**src/rtl/de_morgan_pkg.sv**
```systemverilog
// -----------------------------------------------------------------------------
// de_morgan_pkg
// Shared types and constants for the De Morgan logic pipeline.
//   mode_t    : 2-bit operation selector
//   MODE_*    : operation encodings (NOR, NAND, OR, AND)
// -----------------------------------------------------------------------------
package de_morgan_pkg;

  typedef logic [1:0] mode_t;

  localparam mode_t MODE_NOR  = 2'd0;
  localparam mode_t MODE_NAND = 2'd1;
  localparam mode_t MODE_OR   = 2'd2;
  localparam mode_t MODE_AND  = 2'd3;

endpackage

```
**src/rtl/de_morgan_pipe_if.sv**
```systemverilog
// -----------------------------------------------------------------------------
// de_morgan_pipe_if
// Operand/result handshake bundle of the De Morgan pipeline.
//   a, b, mode, inj, in_valid : operand beat from the stimulus source
//   in_ready                  : unit can take an operand beat
//   c, mismatch, out_valid    : result beat towards the sink
//   out_ready                 : sink takes the result beat
// master = stimulus/sink side, slave = the pipeline.
// -----------------------------------------------------------------------------
interface de_morgan_pipe_if
  import de_morgan_pkg::*;
#(
  parameter int WIDTH = 8
);

  logic [WIDTH-1:0] a;
  logic [WIDTH-1:0] b;
  mode_t            mode;
  logic             inj;
  logic             in_valid;
  logic             in_ready;
  logic [WIDTH-1:0] c;
  logic             mismatch;
  logic             out_valid;
  logic             out_ready;

  modport master (
    output a, b, mode, inj, in_valid, out_ready,
    input  in_ready, c, mismatch, out_valid
  );

  modport slave (
    input  a, b, mode, inj, in_valid, out_ready,
    output in_ready, c, mismatch, out_valid
  );

endinterface

```
**src/rtl/de_morgan_core.sv**
```systemverilog
// -----------------------------------------------------------------------------
// de_morgan_core
// Combinational evaluation of one operation in two algebraically equal forms.
//   a, b     : operands
//   mode     : MODE_NOR / MODE_NAND / MODE_OR / MODE_AND
//   inj      : flips bit 0 of the dual form to provoke a mismatch
//   direct   : textbook form, e.g. ~(a|b)
//   dual     : De Morgan form, e.g. ~a & ~b
//   mismatch : the two forms differ in any bit
// -----------------------------------------------------------------------------
module de_morgan_core
  import de_morgan_pkg::*;
#(
  parameter int WIDTH = 8
) (
  input  logic [WIDTH-1:0] a,
  input  logic [WIDTH-1:0] b,
  input  mode_t            mode,
  input  logic             inj,
  output logic [WIDTH-1:0] direct,
  output logic [WIDTH-1:0] dual,
  output logic             mismatch
);

  localparam logic [WIDTH-1:0] BIT0 = WIDTH'(1);

  logic [WIDTH-1:0] dual_raw;

  // NOTE: defaults before the case keep every path assigned, so no latch is inferred.
  always_comb begin
    direct   = '0;
    dual_raw = '0;
    case (mode)
      MODE_NOR:  begin direct = ~(a | b); dual_raw = ~a & ~b;     end
      MODE_NAND: begin direct = ~(a & b); dual_raw = ~a | ~b;     end
      MODE_OR:   begin direct = a | b;    dual_raw = ~(~a & ~b);  end
      MODE_AND:  begin direct = a & b;    dual_raw = ~(~a | ~b);  end
    endcase
  end

  assign dual     = inj ? (dual_raw ^ BIT0) : dual_raw;
  assign mismatch = (direct != dual);

endmodule

```
**src/rtl/de_morgan_pipe.sv**
```systemverilog
// -----------------------------------------------------------------------------
// de_morgan_pipe
// Two-stage valid/ready pipeline around de_morgan_core with transfer and
// mismatch statistics.
//   clk     : rising-edge clock
//   rst     : synchronous, active-high reset (wins over clear)
//   bus     : de_morgan_pipe_if.slave operand/result handshake
//   clear   : synchronous clear of vec_cnt, err_cnt, err (pipeline untouched)
//   vec_cnt : results transferred, wraps
//   err_cnt : mismatching results transferred, saturates at all-ones
//   err     : sticky, any mismatching result transferred
// Stage 1 holds the operands, stage 2 the evaluated result.
// -----------------------------------------------------------------------------
module de_morgan_pipe
  import de_morgan_pkg::*;
#(
  parameter int WIDTH = 8,
  parameter int CNT_W = 16
) (
  input  logic             clk,
  input  logic             rst,
  de_morgan_pipe_if.slave  bus,
  input  logic             clear,
  output logic [CNT_W-1:0] vec_cnt,
  output logic [CNT_W-1:0] err_cnt,
  output logic             err
);

  logic             adv1;
  logic             adv2;
  logic             xfer;

  logic             s1_valid;
  logic [WIDTH-1:0] s1_a;
  logic [WIDTH-1:0] s1_b;
  mode_t            s1_mode;
  logic             s1_inj;

  logic             s2_valid;
  logic [WIDTH-1:0] s2_c;
  logic             s2_mis;

  logic [WIDTH-1:0] core_direct;
  logic [WIDTH-1:0] core_dual;
  logic             core_mis;

  // A stage may load when it is empty or its content leaves this cycle.
  assign adv2         = !s2_valid || bus.out_ready;
  assign adv1         = !s1_valid || adv2;
  assign bus.in_ready = adv1;

  // NOTE: state registers use non-blocking assignment so each one samples pre-edge values.
  always_ff @(posedge clk) begin
    if (rst) begin
      s1_valid <= 1'b0;
    end else if (adv1) begin
      s1_valid <= bus.in_valid;
    end
  end

  // NOTE: operand registers are not reset; they are only ever read behind s1_valid.
  always_ff @(posedge clk) begin
    if (adv1 && bus.in_valid) begin
      s1_a    <= bus.a;
      s1_b    <= bus.b;
      s1_mode <= bus.mode;
      s1_inj  <= bus.inj;
    end
  end

  de_morgan_core #(
    .WIDTH (WIDTH)
  ) u_core (
    .a        (s1_a),
    .b        (s1_b),
    .mode     (s1_mode),
    .inj      (s1_inj),
    .direct   (core_direct),
    .dual     (core_dual),
    .mismatch (core_mis)
  );

  // Result data only moves with a real beat, so c stays on the last result
  // through bubbles as well as stalls.
  always_ff @(posedge clk) begin
    if (rst) begin
      s2_valid <= 1'b0;
      s2_c     <= '0;
      s2_mis   <= 1'b0;
    end else if (adv2) begin
      s2_valid <= s1_valid;
      if (s1_valid) begin
        s2_c   <= core_direct;
        s2_mis <= core_mis;
      end
    end
  end

  assign bus.out_valid = s2_valid;
  assign bus.c         = s2_c;
  assign bus.mismatch  = s2_mis;

  assign xfer = s2_valid && bus.out_ready;

  // clear beats a coincident transfer; rst and clear share the same effect here.
  always_ff @(posedge clk) begin
    if (rst || clear) begin
      vec_cnt <= '0;
      err_cnt <= '0;
      err     <= 1'b0;
    end else if (xfer) begin
      vec_cnt <= vec_cnt + CNT_W'(1);
      if (s2_mis) begin
        err <= 1'b1;
        if (err_cnt != '1) begin
          err_cnt <= err_cnt + CNT_W'(1);
        end
      end
    end
  end

  // The core's own mismatch flag must agree with a direct comparison of its forms.
  a_core_consistent : assert property (
    @(posedge clk) disable iff (rst) core_mis == (core_direct != core_dual)
  );

endmodule

```
**src/flat_wrapper.sv**
```systemverilog
// flat-port wrapper written by rule: the top's interface ports become plain ports
module de_morgan_pipe_flat import de_morgan_pkg::*;
#(
  parameter int WIDTH = 8,
  parameter int CNT_W = 16
)
  (clk, rst, clear, vec_cnt, err_cnt, err, bus_a, bus_b, bus_mode, bus_inj, bus_in_valid, bus_out_ready, bus_in_ready, bus_c, bus_mismatch, bus_out_valid);
  de_morgan_pipe_if #(.WIDTH(WIDTH)) bus_i ();
  input  logic clk;
  input  logic rst;
  input  logic clear;
  output logic [CNT_W-1:0] vec_cnt;
  output logic [CNT_W-1:0] err_cnt;
  output logic err;
  input wire logic [$bits(bus_i.a)-1:0] bus_a;
  input wire logic [$bits(bus_i.b)-1:0] bus_b;
  input wire logic [$bits(bus_i.mode)-1:0] bus_mode;
  input wire logic [$bits(bus_i.inj)-1:0] bus_inj;
  input wire logic [$bits(bus_i.in_valid)-1:0] bus_in_valid;
  input wire logic [$bits(bus_i.out_ready)-1:0] bus_out_ready;
  output wire logic [$bits(bus_i.in_ready)-1:0] bus_in_ready;
  output wire logic [$bits(bus_i.c)-1:0] bus_c;
  output wire logic [$bits(bus_i.mismatch)-1:0] bus_mismatch;
  output wire logic [$bits(bus_i.out_valid)-1:0] bus_out_valid;
  assign bus_i.a = bus_a;
  assign bus_i.b = bus_b;
  assign bus_i.mode = bus_mode;
  assign bus_i.inj = bus_inj;
  assign bus_i.in_valid = bus_in_valid;
  assign bus_i.out_ready = bus_out_ready;
  assign bus_in_ready = bus_i.in_ready;
  assign bus_c = bus_i.c;
  assign bus_mismatch = bus_i.mismatch;
  assign bus_out_valid = bus_i.out_valid;
  de_morgan_pipe #(.WIDTH(WIDTH), .CNT_W(CNT_W)) u_core (.clk(clk), .rst(rst), .bus(bus_i), .clear(clear), .vec_cnt(vec_cnt), .err_cnt(err_cnt), .err(err));
endmodule
```
**config.mk**
```make
export PLATFORM = sky130hd
export DESIGN_NAME = de_morgan_pipe_flat
export DESIGN_NICKNAME = d
export VERILOG_FILES = /design/src/rtl/de_morgan_pkg.sv /design/src/rtl/de_morgan_pipe_if.sv /design/src/rtl/de_morgan_core.sv /design/src/rtl/de_morgan_pipe.sv /design/src/flat_wrapper.sv
export SDC_FILE = /design/constraint.sdc
export NUM_CORES = 1
export LEC_CHECK = 0
export CORE_MARGIN = 2
export CORE_UTILIZATION = 52
export DETAILED_ROUTE_END_ITERATION = 12
export PLACE_DENSITY = 0.86
export SLEW_MARGIN = 0
export SYNTH_ARGS = -nofsm -noshare
export SYNTH_HDL_FRONTEND = slang
export SYNTH_SLANG_ARGS = --single-unit
```
**constraint.sdc**
```tcl
create_clock -name clk -period 5.43 [get_ports clk]
set_input_delay 1.3575 -clock clk [delete_from_list [all_inputs] [get_ports clk]]
set_output_delay 1.3575 -clock clk [all_outputs]
set_load 0.005 [all_outputs]
```
* Word level (Yosys, flattened, before mapping)
Cells that the tools add are included.
** Word-level totals
- Logic and storage cells :: 43
- Bits in registers :: 63
- Input port bits :: 24
** Operators by class
- Bitwise logic cells :: 11
- $add $sub $neg :: 2
- Muxes and demuxes :: 3
- Equality and inequality tests :: 5
- Reduce and logical (&&, ||, !) cells :: 11
** Operators with widths (number)
- one-hot mux 8 bit (4 select lines) :: 2
- inverter 8 bit :: 6
- adder 16 x 1 -> 16 bit (second input constant) :: 2
- bitwise AND 8 bit :: 2
- inequality test 16 bit (second input constant) :: 1
- bitwise OR 8 bit :: 2
- inequality test 8 bit :: 1
- == test 2 bit (second input constant) :: 2
- AND reduction 2 bit :: 2
- logical OR 1 bit :: 3
- AND reduction 3 bit :: 1
- == test 2 x 1 -> 1 bit (second input constant) :: 1
- logical AND 1 bit :: 2
- logical NOT 1 bit :: 2
- logical NOT 2 bit :: 1
- two-way mux 1 bit :: 1
- inverter 1 bit :: 1

* Longest topological paths before layout
Gate-level depths: netlist of the first run.
- Word-level depth :: 7
- Gate-level depth with buffers :: 7
- Gate-level depth less buffers :: 5

* By module
From an unflattened synthesis of the first run, not the netlist that was laid out.
** Second synthesis, totals
- Cells, all modules :: 293
- Area, all modules :: 2869.0 sq um
** Modules (own cells, without submodules)
- de_morgan_pipe :: area an instance 2597.5 sq um, cells an instance 249, times used 1
- de_morgan_core :: area an instance 271.5 sq um, cells an instance 44, times used 1

* Least setup slack after synthesis of the first run
No wires, ideal clock.
- Path type :: input to output
- Start point :: in bus_out_ready
- End point :: out bus_in_ready
- Cell stages on the path :: 3
- Buffers on the path :: 1
- Data arrival time :: 1.772 ns
- Data required time :: 4.073 ns
- Path slack :: 2.300 ns
- Cell sequence :: buf_2 -> nor2b_1 -> nand2_1
** On the way
- Cells in the longest elaborated chain, start to end :: 2
** RTL lines
- start: declaration :: line flat_wrapper.sv:20 : input wire logic [$bits(bus_i.out_ready)-1:0] bus_out_ready;
- logical OR 1 bit :: line de_morgan_pipe.sv:48 : assign adv2 = !s2_valid || bus.out_ready;
- logical OR 1 bit :: line de_morgan_pipe.sv:49 : assign adv1 = !s1_valid || adv2;
- end: declaration :: line flat_wrapper.sv:21 : output wire logic [$bits(bus_i.in_ready)-1:0] bus_in_ready;
No other way between the ends.

* Final worst setup path of the first run
Ends and elaborated chain as after synthesis.

==> results.json, run 1 <==
{
  "crit_type": "primary input to primary output",
  "seq_area_frac_synth_pct": 53.48,
  "finalHoldViolCount": 0,
  "drive_above_1_share_pct": 6.158,
  "drt-initial-drc-count": 115,
  "min_period_ps": 4134,
  "dr_total_vias": 2215,
  "gp_congestion": 0.8700,
  "hp-class": "flop to flop",
  "fin_worst_skew_ps": 7.489,
  "port_buffers": 67,
  "final_net_count": 362,
  "setup_tns_ps": 0,
  "ant_nets": 0,
  "num_io_pins": 68,
  "yosysTopAreaCell": "dfxtp_1",
  "grt_usage_pct": 20.62,
  "yosysWarnings": 0,
  "ys_top_cells_by_area": "dfxtp_1 (32%), edfxtp_1 (21%), o21ai_0 (3.5%), xnor2_1 (3.2%), nor2_1 (3.0%)",
  "cts_buffers": 9,
  "synth_top_area_share_pct": 32.46,
  "syn_area_um2": 2714,
  "hold_buffers": 0,
  "slew_viol_final": 0,
  "dp.cells": 395,
  "grt_pass1_wl_mm": 9.439,
  "synth_most_common_cell": "dfxtp_1",
  "drv_cap": 0,
  "clkSlewWorstSetupHoldPaths_ps": 70,
  "worst_pin_slew_ps": 1061,
  "grt_max_degree": 28,
  "dpl_cell_area_um2": 3426,
  "clock_sinks": 63,
  "n_antenna_cell": 0,
  "synth_commonest_cells": "dfxtp_1 (44), nor2_1 (22), nand2_1 (21)",
  "synth_cell_types": 43,
  "timing.hold.ws_ps": 476.2,
  "dr.pass1.iters": 4,
  "ir_drop_mv": 0.2611,
  "slew_headroom_pct": 28.71,
  "insertion_delay_ps": 340,
  "grt_antenna_before_repair": 0,
  "clk_path_buf_depth": 2,
  "hpwl_mm": 3.915,
  "p_per_area_nw_per_um2": 265.5,
  "synth_nets": 295,
  "vias_per_cell": 5.389,
  "wirelength_mm": 5.591,
  "required_ps": 4070,
  "grt_overflow_total": 0,
  "power.total_uw": 962.1,
  "die_area_um2": 5813,
  "arrival_ps": 2780,
  "synth-edff-count": 19,
  "fmax_mhz": 241.9,
  "postCtsSetupBuffers": 0,
  "min_period_over_period_pct": 76.12,
  "drc": 0,
  "num_rows": 26,
  "status": "completed",
  "rsz0062_at_grt": "false",
  "synth_seq_cells": 63,
  "design_area_um2": 3623,
  "cts_resized": 0,
  "cts_max_level": 3,
  "fp.dieH_um": 76.24,
  "fill_cells": 385,
  "grt_pass1_vias": 2063,
  "chipWidth_um": 76.24,
  "power.leakage_nw": 1.161,
  "synthArstFlopShare_pct": 0,
  "cts_tree": "yes",
  "yosys_most_used_dff": "dfxtp_1",
  "syn_avg_cell_area_um2": 10.09,
  "cp_max_fo": 8,
  "setup_violations": 0,
  "drt-wirelength-per-cell_um": 13.60,
  "syn2layout_area_growth_pct": 33.52,
  "core_um2": 5075,
  "cp-end-kind": "primary output",
  "crit_path_start_kind": "primary input",
  "cts-root-buf": "clkbuf_8",
  "start_util_pct": 53.48,
  "layoutNonFillerInstCount": 411,
  "syn_inst": 269
}
## registers in the layout, indices dropped and copies added (netlist names)
name and count:
u_core.bus.mismatch 1, u_core.vec_cnt 16, u_core.s1_valid 1, u_core.s1_b 8, u_core.err 1, u_core.s1_a 8, u_core.s1_inj 1, u_core.bus.out_valid 1
u_core.bus.c 8, u_core.s1_mode 2, u_core.err_cnt 16
## final timing paths
kind / cells past startpoint / startpoint / to / slack (ps)
worst min-delay path: 2 / u_core.err / u_core.err / 480
worst min register to register: 2 / u_core.err / u_core.err / 480
worst max register to register: 5 / u_core.err_cnt[0] / u_core.err_cnt[4] / 3060
worst max-delay path: 4 / bus_out_ready / bus_in_ready / 1300
## worst max-delay path, cell delays in order
cell             delay [ps]
clkdlybuf4s50_1         540
nor2b_1                 280
nand2_1                 130
clkdlybuf4s50_1         470
## area by class of cell
| class | instances | area [µm²] | area share [%] |
|---|---|---|---|
| flip-flops and latches | 63 | 1451 | 40.06 |
| multi-input cells | 189 | 1194 | 32.94 |
| repair buffers | 67 | 670.6 | 18.51 |
| clock buffers | 9 | 123.9 | 3.419 |
| well taps | 70 | 87.58 | 2.417 |
| clock inverters | 7 | 73.82 | 2.037 |
| inverters | 6 | 22.52 | 0.6215 |
## logic make-up (layout without fill, tap and decap cells)
logic type | count (synthesis) | in the layout | share of synthesized area [%]
and+or+nand+nor | 115 | 115 | 23.98
buffers and inverters | 17 | 89 | 2.536
DFF | 63 | 63 | 53.48
AOI/OAI and AO/OA | 41 | 41 | 8.530
muxes | 4 | 4 | 1.475
adders and majority gates | 10 | 10 | 3.873
xor gates and xnor gates | 19 | 19 | 6.132
## metrics by stage
stage	setup WS [ps]	util (%)
after global placement	1369	67.50
final	1296	71.40
after global routing	1152	71.40
after CTS	1265	71.40
after floorplan	2300	-
after detailed placement	1299	67.50
## power breakdown
group	total [mW]	internal, mW	switching, mW
combinational	0.0565	0.0333	0.0232
clock	0.399	0.211	0.187
sequential	0.507	0.499	0.00795
total	0.962	0.744	0.219
## cells in the final DEF (no fill, tap or decap), drive strengths merged, types with 2 or more instances in the layout
cell            n
ha              2
and3            3
clkinvlp        4
or2             2
dfxtp          44
nand3          11
nor4            7
clkdlybuf4s50  67
nor3            6
mux2i           4
or3            11
inv             5
xnor2          10
clkinv          3
xor2            9
and4            4
nor2           22
o21ai          19
nand3b          8
edfxtp         19
nand2          21
clkbuf          9
nand4           9
or4             5
a21oi          13
maj3            8
## routing by layer
| layer | routed length (µm) | GRT usage, % | part of all wire, % | vias up |
|---|---|---|---|---|
| met2 | 2839 | 33.63 | 51 | 60 |
| met4 | 119 | 12.36 | 2.1 | 0 |
| met1 | 2348 | 24.03 | 42 | 1024 |
| li1 | - | - | - | 1120 |
| met3 | 284 | 6.043 | 5.1 | 11 |
| met5 | 0 | 0 | 0 | - |
Power figures use the tool's default switching activity.
==> run 2: changes to the inputs <==
--- a/config.mk
+++ b/config.mk
@@ -6,9 +6,9 @@
 export NUM_CORES = 1
 export LEC_CHECK = 0
 export CORE_MARGIN = 2
-export CORE_UTILIZATION = 52
+export CORE_UTILIZATION = 44
 export DETAILED_ROUTE_END_ITERATION = 12
-export PLACE_DENSITY = 0.86
+export PLACE_DENSITY = 0.78
 export SLEW_MARGIN = 0
 export SYNTH_ARGS = -nofsm -noshare
 export SYNTH_HDL_FRONTEND = slang
==> constraint.sdc (replaced) <==
create_clock -name clk -period 3.46 [get_ports clk]
set_input_delay 0.865 -clock clk [delete_from_list [all_inputs] [get_ports clk]]
set_output_delay 0.865 -clock clk [all_outputs]
set_load 0.005 [all_outputs]
==> run 2 against run 1 <==
  * Die area increased by 17%
  * Clock skew is 1.8 ps lower
  * First-iteration DRC count fell by 13%
  * Register-to-register slack got worse by 1900 ps
  * Sequential cell count unchanged
  * Count of clock-buffer cells in the layout grew 1
  * Critical path depth is the same
  * Core utilization fell by 10 points
  * Largest power group unchanged
==> results.json, run 2 (synthesis gave the netlist of run 1 again) <==
{
  "port_buffers": 67,
  "gp_congestion": 0.8359,
  "num_io_pins": 68,
  "grt_usage_pct": 18.28,
  "hpwl_mm": 4.035,
  "num_rows": 28,
  "crit_family": "buffers and inverters",
  "fill_cells": 507,
  "rrSetupSlack_ps": 1120,
  "r2r_end": "u_core.err_cnt[4]",
  "grt_pass1_vias": 2146,
  "cts-root-buf": "clkbuf_8",
  "ant_nets": 0,
  "cts_buffers": 9,
  "grt_pass1_wl_mm": 9.446,
  "cts_max_level": 3,
  "fin_worst_skew_ps": 5.691,
  "core_um2": 5956,
  "reg_top3": "u_core.err_cnt x16, u_core.vec_cnt x16",
  "grt_max_degree": 28,
  "clock_sinks": 63,
  "hold_start": "u_core.err",
  "arrival_ps": 2120,
  "die_area_um2": 6812,
  "cts_resized": 0,
  "rsz0062_at_grt": "false",
  "clkSlewWorstSetupHoldPaths_ps": 60,
  "setup_tns_ps": 0,
  "finalHoldViolCount": 0,
  "drc": 0,
  "ir_drop_mv": 0.3139,
  "worst_pin_slew_ps": 1021,
  "drt-initial-drc-count": 100,
  "ff_latch_area_um2": 1451,
  "power.total_mw": 1.551,
  "layoutNonFillerInstCount": 418,
  "clk_path_buf_depth": 2,
  "syn2layout_area_growth_pct": 34.49,
  "final_net_count": 364,
  "fmax_mhz": 335.6,
  "slew_viol_final": 0,
  "drive_above_1_share_pct": 5.248,
  "r2r-start": "u_core.err_cnt[0]",
  "chipWidth_um": 82.54,
  "reg2reg_depth": 5,
  "crit_path_start_kind": "primary input",
  "drv_cap": 0,
  "slew_headroom_pct": 31.37,
  "hold_end": "u_core.err",
  "insertion_delay_ps": 330,
  "cts_tree": "yes",
  "status": "completed",
  "cp_cell_sequence": "clkdlybuf4s50_1, nor2b_1, nand2_1, clkdlybuf4s50_1",
  "start_util_pct": 45.57,
  "grt_overflow_total": 0,
  "hold_buffers": 0,
  "min_period_ps": 2980,
  "setup_violations": 0,
  "vias_per_cell": 5.373,
  "min_period_over_period_pct": 86.13,
  "slowest_delay_ps": 470,
  "cp_max_fo": 4,
  "drt-wirelength-per-cell_um": 13.73,
  "fp.dieH_um": 82.54,
  "multi_input_area_um2": 1194,
  "postCtsSetupBuffers": 0,
  "dr.pass1.iters": 4,
  "n_antenna_cell": 0,
  "p_per_area_nw_per_um2": 425.0,
  "critical-path-slowest-cell": "clkdlybuf4s50_1",
  "required_ps": 2590,
  "grt_antenna_before_repair": 0,
  "critPathBufInv": 2,
  "hp-class": "flop to flop",
  "final_common_cell": "clkdlybuf4s50_1",
  "hold_depth": 2,
  "power.leakage_nw": 1.184,
  "crit_type": "primary input to primary output",
  "cpMostUsedCell": "clkdlybuf4s50_1",
  "cp-end-kind": "primary output",
  "wirelength_mm": 5.740,
  "dp.cells": 402,
  "dr_total_vias": 2246,
  "mostFrequentLayoutCells": "clkdlybuf4s50_1 (67), dfxtp_1 (44), nor2_1 (22)"
}
run 2: changes by cell type in the layout (fill, tap and decap cells not counted):
| cell | change |
|---|---|
| clkinv_1 | +4 |
| clkinv_2 | -1 |
| clkbuf_1 | +1 |
| clkinv_4 | -1 |
| clkinvlp_4 | -4 |
| bufinv_16 | +1 |
| buf_4 | +2 |
run 2: worst max-delay path by stage:
| stage | end | start | slack [ps] | cells past startpoint |
|---|---|---|---|---|
| CTS | bus_in_ready | bus_out_ready | 450 | 4 |
| finish | bus_in_ready | bus_out_ready | 480 | 4 |
| detailed placement | bus_in_ready | bus_out_ready | 470 | 4 |
| global route | bus_in_ready | bus_out_ready | 400 | 4 |
| global placement | bus_in_ready | bus_out_ready | 460 | 4 |
| floorplan | u_core.err_cnt[14] | bus_out_ready | 1290 | 5 |
run 2: area by class of cell:
| class | instances | area share (%) |
|---|---|---|
| inverter | 6 | 0.6171 |
| multi-input combinational | 189 | 32.70 |
| tap | 75 | 2.571 |
| timing repair buffer | 69 | 18.79 |
| sequential | 63 | 39.77 |
| clock inverter | 6 | 2.057 |
| clock buffer | 10 | 3.497 |
run 2: metal layers:
metal	wire length (µm)	global-route usage, %	share of wire (%)
met5	0	0	0
met3	358	3.804	6.2
met2	2830	31.13	49
met4	99	8.852	1.7
met1	2451	21.94	43
run 2: report_power, final:
part | internal [mW] | leakage [nW] | switching, mW
sequential | 0.784 | 0.541 | 0.0125
combinational | 0.0537 | 0.542 | 0.0370
clock | 0.396 | 0.100 | 0.268
run 2: worst reg2reg max path: cells and delay by family, from the launching register on:
kind / cells / cell delay [ps]
flip-flops: 1 / 420
AND/OR/NAND/NOR: 2 / 1200
AO/OA/AOI/OAI: 2 / 370
adder cells (fa/ha/maj): 1 / 270
run 2: per-stage QoR:
stage / util (%) / hold slack [ps] / area [µm²] / worst slack (ps)
final: 61.28 / 476.2 / 3650 / 479.9
after floorplan: - / 452.5 / 2714 / 1294
after global placement: 57.88 / 456.7 / 3447 / 458.5
after CTS: 61.28 / 479.8 / 3650 / 453.6
after global routing: 61.28 / 515.6 / 3650 / 395.6
after detailed placement: 57.88 / 462.9 / 3447 / 471.8
